--- config.mk ---
export PLATFORM = sky130hd
export DESIGN_NAME = dmem_access_unit
export DESIGN_NICKNAME = d
export VERILOG_FILES = /design/src/rtl/dmem_access_pkg.sv /design/src/rtl/dmem_lane_mux.sv /design/src/rtl/dmem_access_unit.sv
export SDC_FILE = /design/constraint.sdc
export NUM_CORES = 1
export LEC_CHECK = 0
export BUFFER_PORTS_ARGS = -buffer_cell sky130_fd_sc_hd__buf_2
export CAP_MARGIN = 10
export CORE_ASPECT_RATIO = 0.7
export CORE_MARGIN = 3
export CORE_UTILIZATION = 50
export CTS_CLUSTER_SIZE = 20
export DETAILED_ROUTE_END_ITERATION = 6
export GPL_ROUTABILITY_DRIVEN = 0
export PLACE_DENSITY = 0.77
export SYNTH_ARGS = -nofsm -noshare
export SYNTH_HDL_FRONTEND = slang
export SYNTH_SLANG_ARGS = --single-unit
--- constraint.sdc ---
create_clock -name clk -period 3.6 [get_ports clk]
set_clock_uncertainty 0.1 [all_clocks]
set_input_delay 0.72 -clock clk [delete_from_list [all_inputs] [get_ports clk]]
set_output_delay 0.72 -clock clk [all_outputs]
set_load 0.01 [all_outputs]
--- src/rtl/dmem_access_pkg.sv ---
// dmem_access_pkg: shared encodings, FSM states and default memory window for the load/store unit
package dmem_access_pkg;
    localparam logic [1:0] S_SW  = 2'b00;
    localparam logic [1:0] S_SH  = 2'b01;
    localparam logic [1:0] S_SB  = 2'b10;
    localparam logic [1:0] S_RSV = 2'b11;
    localparam logic [2:0] L_LW  = 3'b000;
    localparam logic [2:0] L_LH  = 3'b001;
    localparam logic [2:0] L_LHU = 3'b010;
    localparam logic [2:0] L_LB  = 3'b011;
    localparam logic [2:0] L_LBU = 3'b100;
    localparam logic [31:0] DMEM_BASE_DEF  = 32'h10010000;
    localparam int          DMEM_WORDS_DEF = 2048;
    typedef enum logic [1:0] {IDLE, ACCESS, WRITE, RESP} state_t;
endpackage

--- src/rtl/dmem_lane_mux.sv ---
// dmem_lane_mux: little-endian lane extraction/extension for loads and lane merge for sub-word stores
module dmem_lane_mux
    import dmem_access_pkg::*;
(
    input  logic [31:0] i_rdata,
    input  logic [1:0]  i_off,
    input  logic [2:0]  i_l_mux,
    input  logic [1:0]  i_s_mux,
    input  logic [31:0] i_wdata,
    output logic [31:0] o_ldata,
    output logic [31:0] o_mdata
);
    logic [7:0]  w_byte;
    logic [15:0] w_half;

    assign w_byte = i_rdata[{i_off, 3'b000} +: 8];
    assign w_half = i_off[1] ? i_rdata[31:16] : i_rdata[15:0];

    assign o_ldata = (i_l_mux == L_LH)  ? {{16{w_half[15]}}, w_half} :
                     (i_l_mux == L_LHU) ? {16'h0, w_half} :
                     (i_l_mux == L_LB)  ? {{24{w_byte[7]}}, w_byte} :
                     (i_l_mux == L_LBU) ? {24'h0, w_byte} : i_rdata;

    // replace only the addressed lane of the old word
    always_comb begin
        o_mdata = i_rdata;
        if (i_s_mux == S_SH)
            o_mdata[{i_off[1], 4'b0000} +: 16] = i_wdata[15:0];
        else if (i_s_mux == S_SB)
            o_mdata[{i_off, 3'b000} +: 8] = i_wdata[7:0];
    end
endmodule

--- src/rtl/dmem_access_unit.sv ---
// dmem_access_unit: CPU load/store unit with read-modify-write sub-word stores; DMEM_MISALIGN_TRAP_EN turns misalignment into an error instead of forced alignment
module dmem_access_unit
    import dmem_access_pkg::*;
#(
    parameter logic [31:0] DMEM_BASE  = DMEM_BASE_DEF,
    parameter int          DMEM_WORDS = DMEM_WORDS_DEF
) (
    input  logic        clk,
    input  logic        rst_n,
    input  logic        req_valid,
    output logic        req_ready,
    input  logic        req_we,
    input  logic [1:0]  req_s_mux,
    input  logic [2:0]  req_l_mux,
    input  logic [31:0] req_addr,
    input  logic [31:0] req_wdata,
    output logic        resp_valid,
    input  logic        resp_ready,
    output logic [31:0] resp_data,
    output logic        resp_err,
    output logic        mem_ena,
    output logic        mem_rena,
    output logic        mem_wena,
    output logic [31:0] mem_addr,
    output logic [31:0] mem_wdata,
    input  logic [31:0] mem_rdata
);
    localparam logic [31:0] DMEM_END = DMEM_BASE + 32'(4 * DMEM_WORDS);

    state_t      r_state, w_next;
    logic        r_req_ready, r_we, r_resp_err;
    logic [1:0]  r_s_mux;
    logic [2:0]  r_l_mux;
    logic [31:0] r_addr, r_wdata, r_merged, r_resp_data;
    logic        w_accept, w_word, w_half, w_rsv, w_oow, w_mis, w_err, w_rmw;
    logic [31:0] w_ea, w_ldata, w_mdata;

    assign w_accept = req_valid && r_req_ready && (r_state == IDLE);
    assign w_word   = r_we ? (r_s_mux == S_SW) : (r_l_mux == L_LW);
    assign w_half   = r_we ? (r_s_mux == S_SH) : (r_l_mux == L_LH || r_l_mux == L_LHU);
    assign w_rsv    = r_we ? (r_s_mux == S_RSV) : (r_l_mux > L_LBU);
`ifdef DMEM_MISALIGN_TRAP_EN
    assign w_mis = (w_half && r_addr[0]) || (w_word && r_addr[1:0] != 2'b00);
    assign w_ea  = r_addr;
`else
    assign w_mis = 1'b0;
    assign w_ea  = {r_addr[31:2], w_word ? 2'b00 : w_half ? {r_addr[1], 1'b0} : r_addr[1:0]};
`endif
    assign w_oow = (w_ea < DMEM_BASE) || (w_ea >= DMEM_END);
    assign w_err = w_rsv || w_oow || w_mis;
    assign w_rmw = r_we && !w_word && !w_err;

    dmem_lane_mux u_lane (
        .i_rdata (mem_rdata),
        .i_off   (w_ea[1:0]),
        .i_l_mux (r_l_mux),
        .i_s_mux (r_s_mux),
        .i_wdata (r_wdata),
        .o_ldata (w_ldata),
        .o_mdata (w_mdata)
    );

    // state register
    always_ff @(posedge clk or negedge rst_n) begin
        if (!rst_n) r_state <= IDLE;
        else        r_state <= w_next;
    end

    // next-state: errors skip memory, sub-word stores take the extra write cycle
    always_comb begin
        w_next = r_state;
        case (r_state)
            IDLE:    w_next = w_accept ? ACCESS : IDLE;
            ACCESS:  w_next = w_rmw ? WRITE : RESP;
            WRITE:   w_next = RESP;
            RESP:    w_next = resp_ready ? IDLE : RESP;
            default: w_next = IDLE;
        endcase
    end

    // memory strobes only in ACCESS (when legal) and WRITE
    always_comb begin
        mem_ena   = 1'b0;
        mem_rena  = 1'b0;
        mem_wena  = 1'b0;
        mem_addr  = 32'h0;
        mem_wdata = 32'h0;
        if (r_state == ACCESS && !w_err) begin
            mem_ena   = 1'b1;
            mem_rena  = !(r_we && w_word);
            mem_wena  = r_we && w_word;
            mem_addr  = {w_ea[31:2], 2'b00};
            mem_wdata = (r_we && w_word) ? r_wdata : 32'h0;
        end else if (r_state == WRITE) begin
            mem_ena   = 1'b1;
            mem_wena  = 1'b1;
            mem_addr  = {w_ea[31:2], 2'b00};
            mem_wdata = r_merged;
        end
    end

    // request latch, response registers and registered ready
    always_ff @(posedge clk or negedge rst_n) begin
        if (!rst_n) begin
            r_req_ready <= 1'b0;
            r_we        <= 1'b0;
            r_s_mux     <= 2'b00;
            r_l_mux     <= 3'b000;
            r_addr      <= 32'h0;
            r_wdata     <= 32'h0;
            r_merged    <= 32'h0;
            r_resp_data <= 32'h0;
            r_resp_err  <= 1'b0;
        end else begin
            r_req_ready <= (w_next == IDLE);
            if (w_accept) begin
                r_we        <= req_we;
                r_s_mux     <= req_s_mux;
                r_l_mux     <= req_l_mux;
                r_addr      <= req_addr;
                r_wdata     <= req_wdata;
                r_resp_data <= 32'h0;
                r_resp_err  <= 1'b0;
            end
            if (r_state == ACCESS) begin
                r_resp_err  <= w_err;
                r_resp_data <= (!w_err && !r_we) ? w_ldata : 32'h0;
                r_merged    <= w_mdata;
            end
        end
    end

    assign req_ready  = r_req_ready;
    assign resp_valid = (r_state == RESP);
    assign resp_data  = r_resp_data;
    assign resp_err   = r_resp_err;
endmodule

==> impl_metrics.toml, run 1 <==
[status]
status = "complete, no violations"

[job]
drv_cap = 0

[worst_setup_path]
cp_data_arrival_time_ps = 2640
worstSetupPathType = "flip-flop to output port"
crit_slowest_cell = "or4_4"
max_stage_delay_ps = 550
rrSetupSlack_ps = 380
reg2reg_from = "r_we"
end_kind = "output port"
path_max_fanout = 32
r2r_cells = 7
worstReg2RegEnd = "r_merged[12]"
worstSetupStartpointType = "flip-flop"
path_cells = "nor4_2, nand3_2, or4_4, nor2_2, clkbuf_8, a22o_1, buf_2"
crit_required_ps = 2780

[global_route]
grt_pass1_vias = 6773
grt_pass1_wl_um = 36200
antenna_found_initial = 1
grt_usage_pct = 27.4
grt_max_degree = 78
grt_overflow = 0

[floorplanning]
die-area_sq_um = 16700
rows = 36
fp.coreArea_sq_um = 14400
initial_core_util_pct = 52.7
die_w_um = 153
io_pins = 208
chipHeight_um = 109

[routing]
vias_per_cell = 6.01
vias = 6929
antenna_left = 0
drt_iter0_markers = 499
first_pass_iters = 5
wl_per_cell_um = 19.8
drt_wl_total_um = 22800
drc = 0

[yosys]
synth-seq-area-share_pct = 45.6
syn_area_per_cell_sq_um = 9.94
synthCells = 762
synth_top_area_share_pct = 45.6
synthDistinctLibCells = 71
synth_top_cell_by_area = "dfrtp_1"
netlist_area_sq_um = 7570
async_flop_share_pct = 100
synth-warning-count = 0
synthTopCellsByArea = "dfrtp_1 46%, mux2_2 8.9%, nand2_1 4.0%, a22o_1 3.9%, nor2_1 2.9%"
ys.flop_type = "dfrtp_1"
ys_seq_elements = 138
synth-edff-count = 0

[worst_hold_path]
hp-class = "input pin to async pin"

[cts]
clkLatencyLatePin_ps = 420
clock_path_buffers = 2
clock_sinks = 138
post_cts_buffers = 0
clockRootBuffer = "clkbuf_16"
post_cts_resized = 0
htree_levels = 4
cts_tree = "yes"
hold_buffers = 0
cts-buffers-inserted = 17
clk_pin_slew_worst_paths_ps = 60

[pwr]
power_leakage_nw = 4.60
ir_worst_vdd_uv = 451
p_per_area_nw_per_um2 = 827

[layout]
area_growth_pct = 23.8
diodes = 0
stdcell_area_sq_um = 9380
final_common_cell = "buf_2"
layout_common_cells = "204 x buf_2, 138 x dfrtp_1, 81 x nand2_1"
nets = 1060
drive_above_1_share_pct = 36.9

[timing]
hold_viol_final = 0
min_period_over_period_pct = 96.1
maxSlewViolCount = 0
slew_headroom_pct = 50.1
finalCriticalPeriod_ps = 3460
setup_viol = 0
fmax_mhz = 289
tns_ps = 0
tightestPinTransition_ps = 749
rsz0062_at_grt = "false"

[placement]
hpwl_um = 16100
io_buffers = 205
dpl-instance-area_sq_um = 8760
==> metrics by stage <==
| step | worst slack, ps | total power, mW | hold WS (ps) | std cells | utilization [%] |
|---|---|---|---|---|---|
| CTS | 41.4 | 7.72 | 192 | 1152 | 65.2 |
| floorplan | 552 | 4.89 | 324 | 763 | - |
| global route | 0.839 | 8.24 | 214 | 1152 | 65.3 |
| detailed placement | 506 | 5.88 | 371 | 1120 | 61.0 |
| global placement | 529 | 5.80 | 359 | 1120 | 61.0 |
| finish | 140 | 7.75 | 173 | 1152 | 65.3 |
==> worst max-delay path, delay by kind of cell (launching register included) <==
kind / cells / cell delay [ps]
and+or+nand+nor: 4 / 1160
AOI/OAI and AO/OA: 1 / 220
buffers and inverters: 2 / 430
DFF: 1 / 400
==> worst max path at each step <==
stage,startpoint,endpoint,slack [ps],cells after the start
after floorplan,r_we,r_merged[24],550,11
after global placement,r_addr[24],mem_wdata[7],530,7
after detailed placement,r_addr[24],mem_wdata[7],510,7
after CTS,r_addr[24],mem_wdata[1],40,7
after global routing,r_addr[24],mem_wdata[27],0.8,7
final,r_addr[24],mem_wdata[1],140,7
==> report_power, final <==
| part | switching (mW) | internal [mW] |
|---|---|---|
| clock network | 0.700 | 1.11 |
| registers | 0.524 | 2.10 |
| logic | 1.91 | 1.41 |
==> flip-flops by register name, indices dropped and copies added (netlist names) <==
register   count
r_addr        32
req_ready      1
r_s_mux        2
r_we           1
resp_err       1
r_state        2
r_l_mux        3
resp_data     32
r_merged      32
r_wdata       32
==> area by class of cell <==
class / instances / area, sq um
Tap cell: 190 / 238
Multi-Input combinational cell: 550 / 3810
Inverter: 17 / 63.8
Timing Repair Buffer: 225 / 1200
Sequential cell: 138 / 3450
Clock buffer: 19 / 443
Clock inverter: 13 / 166
Fill cell: 1209 / 4990
==> kinds of logic (layout without fill, tap and decap cells) <==
logic type / Yosys count / in the layout / synth area share (%)
adders and majority gates: 5 / 5 / 0.826
buffers and inverters: 75 / 274 / 4.31
xor gates and xnor gates: 3 / 3 / 0.347
muxes: 68 / 68 / 10.1
AOI/OAI and AO/OA: 225 / 225 / 21.9
DFF: 138 / 138 / 45.6
and+or+nand+nor: 247 / 247 / 16.8
other: 1 / 2 / 0.0495
==> cells in the mapped netlist (4+ instances only) <==
cell type,number
a21o_1,10
o21ai_0,34
nand3_1,10
o2bb2ai_1,15
mux2i_1,7
a22oi_1,8
o221ai_1,8
mux2_2,60
o32a_1,8
a32oi_1,7
nand2_1,81
a21oi_1,43
a22o_1,34
a31o_2,8
a221o_1,8
o32ai_1,7
o31ai_1,9
and2_1,31
nor2_1,58
nor2b_1,26
buf_2,9
nand2_2,9
ha_1,5
buf_1,4
a311oi_1,9
clkbuf_1,39
dfrtp_1,138
inv_1,15
==> metal layers <==
metal  track usage, %  wire length [um]  up-vias
met2             39.8              9630      401
met5                0                 7        -
met1             38.8             10100     3329
met3             8.89              2560       40
li1                 -                 -     3157
met4             9.41               547        2
Power figures use the tool's default switching activity.
==> run 2, diff against run 1 <==
Settings changed: CORE_UTILIZATION 50 to 53, PLACE_DENSITY 0.77 to default, PLACE_DENSITY_LB_ADDON from default to 0.25.
==> impl_metrics.toml, run 2 (synthesized netlist as in run 1, its figures left out) <==
[pwr]
p_sw_share_pct = 40.4
clkPwrFrac_pct = 22.7
power_mw = 7.72
comb_power_share_pct = 43.5
power.switching_mw = 3.12
sequentialPowerShare_pct = 33.8
p_per_area_nw_per_um2 = 824
power_leakage_nw = 4.61
ir_worst_vdd_uv = 508
internal-power_mw = 4.61

[timing]
setup_viol = 0
slew_headroom_pct = 51.2
maxSlewViolCount = 0
fmax_mhz = 289
finalCriticalPeriod_ps = 3460
min_period_over_period_pct = 96.0
worst_slack_ps = 144
rsz0062_at_grt = "false"
whs_ps = 235
hold_viol_final = 0
tns_ps = 0
tightestPinTransition_ps = 732

[layout]
area_growth_pct = 23.8
n_fill_cell = 1092
finalNonFillerCells = 1146
drive_above_1_share_pct = 36.7
final_common_cell = "buf_2"
stdcell_area_sq_um = 9380
diodes = 0
seq_area_sq_um = 3450
nets = 1061
multi_input_area_sq_um = 3810
layout_common_cells = "204 x buf_2, 138 x dfrtp_1, 81 x nand2_1"
post-route-util_pct = 69.1

[worst_setup_path]
setup.worst_path.start = "r_addr[26]"
crit_required_ps = 2780
path_max_fanout = 32
end_kind = "output port"
cp_data_arrival_time_ps = 2640
reg2reg_from = "r_we"
rrSetupSlack_ps = 470
worstSetupPathType = "flip-flop to output port"
worstSetupStartpointType = "flip-flop"

[global_route]
grt_pass1_wl_um = 36000
grt_pass1_vias = 6433
grt_usage_pct = 28.7
antenna_found_initial = 1
grt_overflow = 0
grt_max_degree = 79

[cts]
post_cts_resized = 0
clock_path_buffers = 2
hold_buffers = 0
htree_levels = 4
cts_tree = "yes"
post_cts_buffers = 0
clock_sinks = 138
clockRootBuffer = "clkbuf_16"
clk_pin_slew_worst_paths_ps = 60
clkLatencyLatePin_ps = 420
cts-buffers-inserted = 17

[floorplanning]
fp.coreArea_sq_um = 13600
io_pins = 208
die_w_um = 149
rows = 35
die-area_sq_um = 15800
initial_core_util_pct = 55.8
chipHeight_um = 106

[routing]
antenna_left = 0
vias = 6981
first_pass_iters = 5
drt_wl_total_um = 23100
vias_per_cell = 6.09
drt_iter0_markers = 799
drc = 0
wl_per_cell_um = 20.1

[placement]
io_buffers = 205
dpl-instance-area_sq_um = 8790
dp_worst_setup_slack_ps = 533
hpwl_um = 16100
dp_cells = 1116

[job]
drv_cap = 0

[worst_hold_path]
hp-class = "input pin to async pin"

[status]
status = "complete, no violations"
==> run 2: cell count changes in the layout (fill, tap and decap cells not counted) <==
cell,delta
a21o_2,-1
clkbuf_8,-2
buf_6,+1
clkinv_4,+2
a21o_1,+1
buf_12,+2
inv_6,-3
clkinvlp_4,-2
clkinv_2,+2
buf_4,-1
==> run 2: power groups by stage <==
stage / clock network [mW] / registers, mW / logic, mW
2_1_floorplan: 0 / 2.41 / 2.47
5_1_grt: 1.84 / 2.67 / 3.67
3_3_place_gp: 0 / 2.60 / 3.24
6_report: 1.75 / 2.61 / 3.36
3_5_place_dp: 0 / 2.61 / 3.29
4_1_cts: 1.77 / 2.60 / 3.31
==> run 2: metal layers <==
metal / global-route usage [%] / wire [um] / part of all wire [%] / up-vias
li1: - / - / - / 3164
met1: 42.6 / 10200 / 44 / 3366
met2: 41.2 / 9830 / 43 / 401
met3: 7.46 / 2510 / 11 / 48
met4: 9.27 / 500 / 2.2 / 2
met5: 0 / 10 / 0.043 / -
==> run 2: area by class of cell <==
cell class / instances / area share (%)
multi-input cells: 550 / 40.7
clock inverters: 12 / 1.63
inverters: 17 / 0.681
repair buffers: 226 / 13.1
well taps: 185 / 2.47
flip-flops and latches: 138 / 36.8
clock buffers: 18 / 4.58
==> run 2: final timing paths <==
check,cells after the start,endpoint
worst max-delay path,7,mem_wdata[7]
worst min-delay path,1,resp_data[22]
worst max register to register,8,r_merged[24]
worst min register to register,2,resp_data[22]
max in group asynchronous,2,r_wdata[31]
min in group clk,2,resp_data[22]
==> run 2: worst max-delay path, stage by stage, from the launching register on <==
cell	delay, ps
dfrtp_1	420
nor4b_4	290
nand3_2	190
or4_4	560
nor2_2	110
buf_6	290
a22o_1	220
buf_2	140
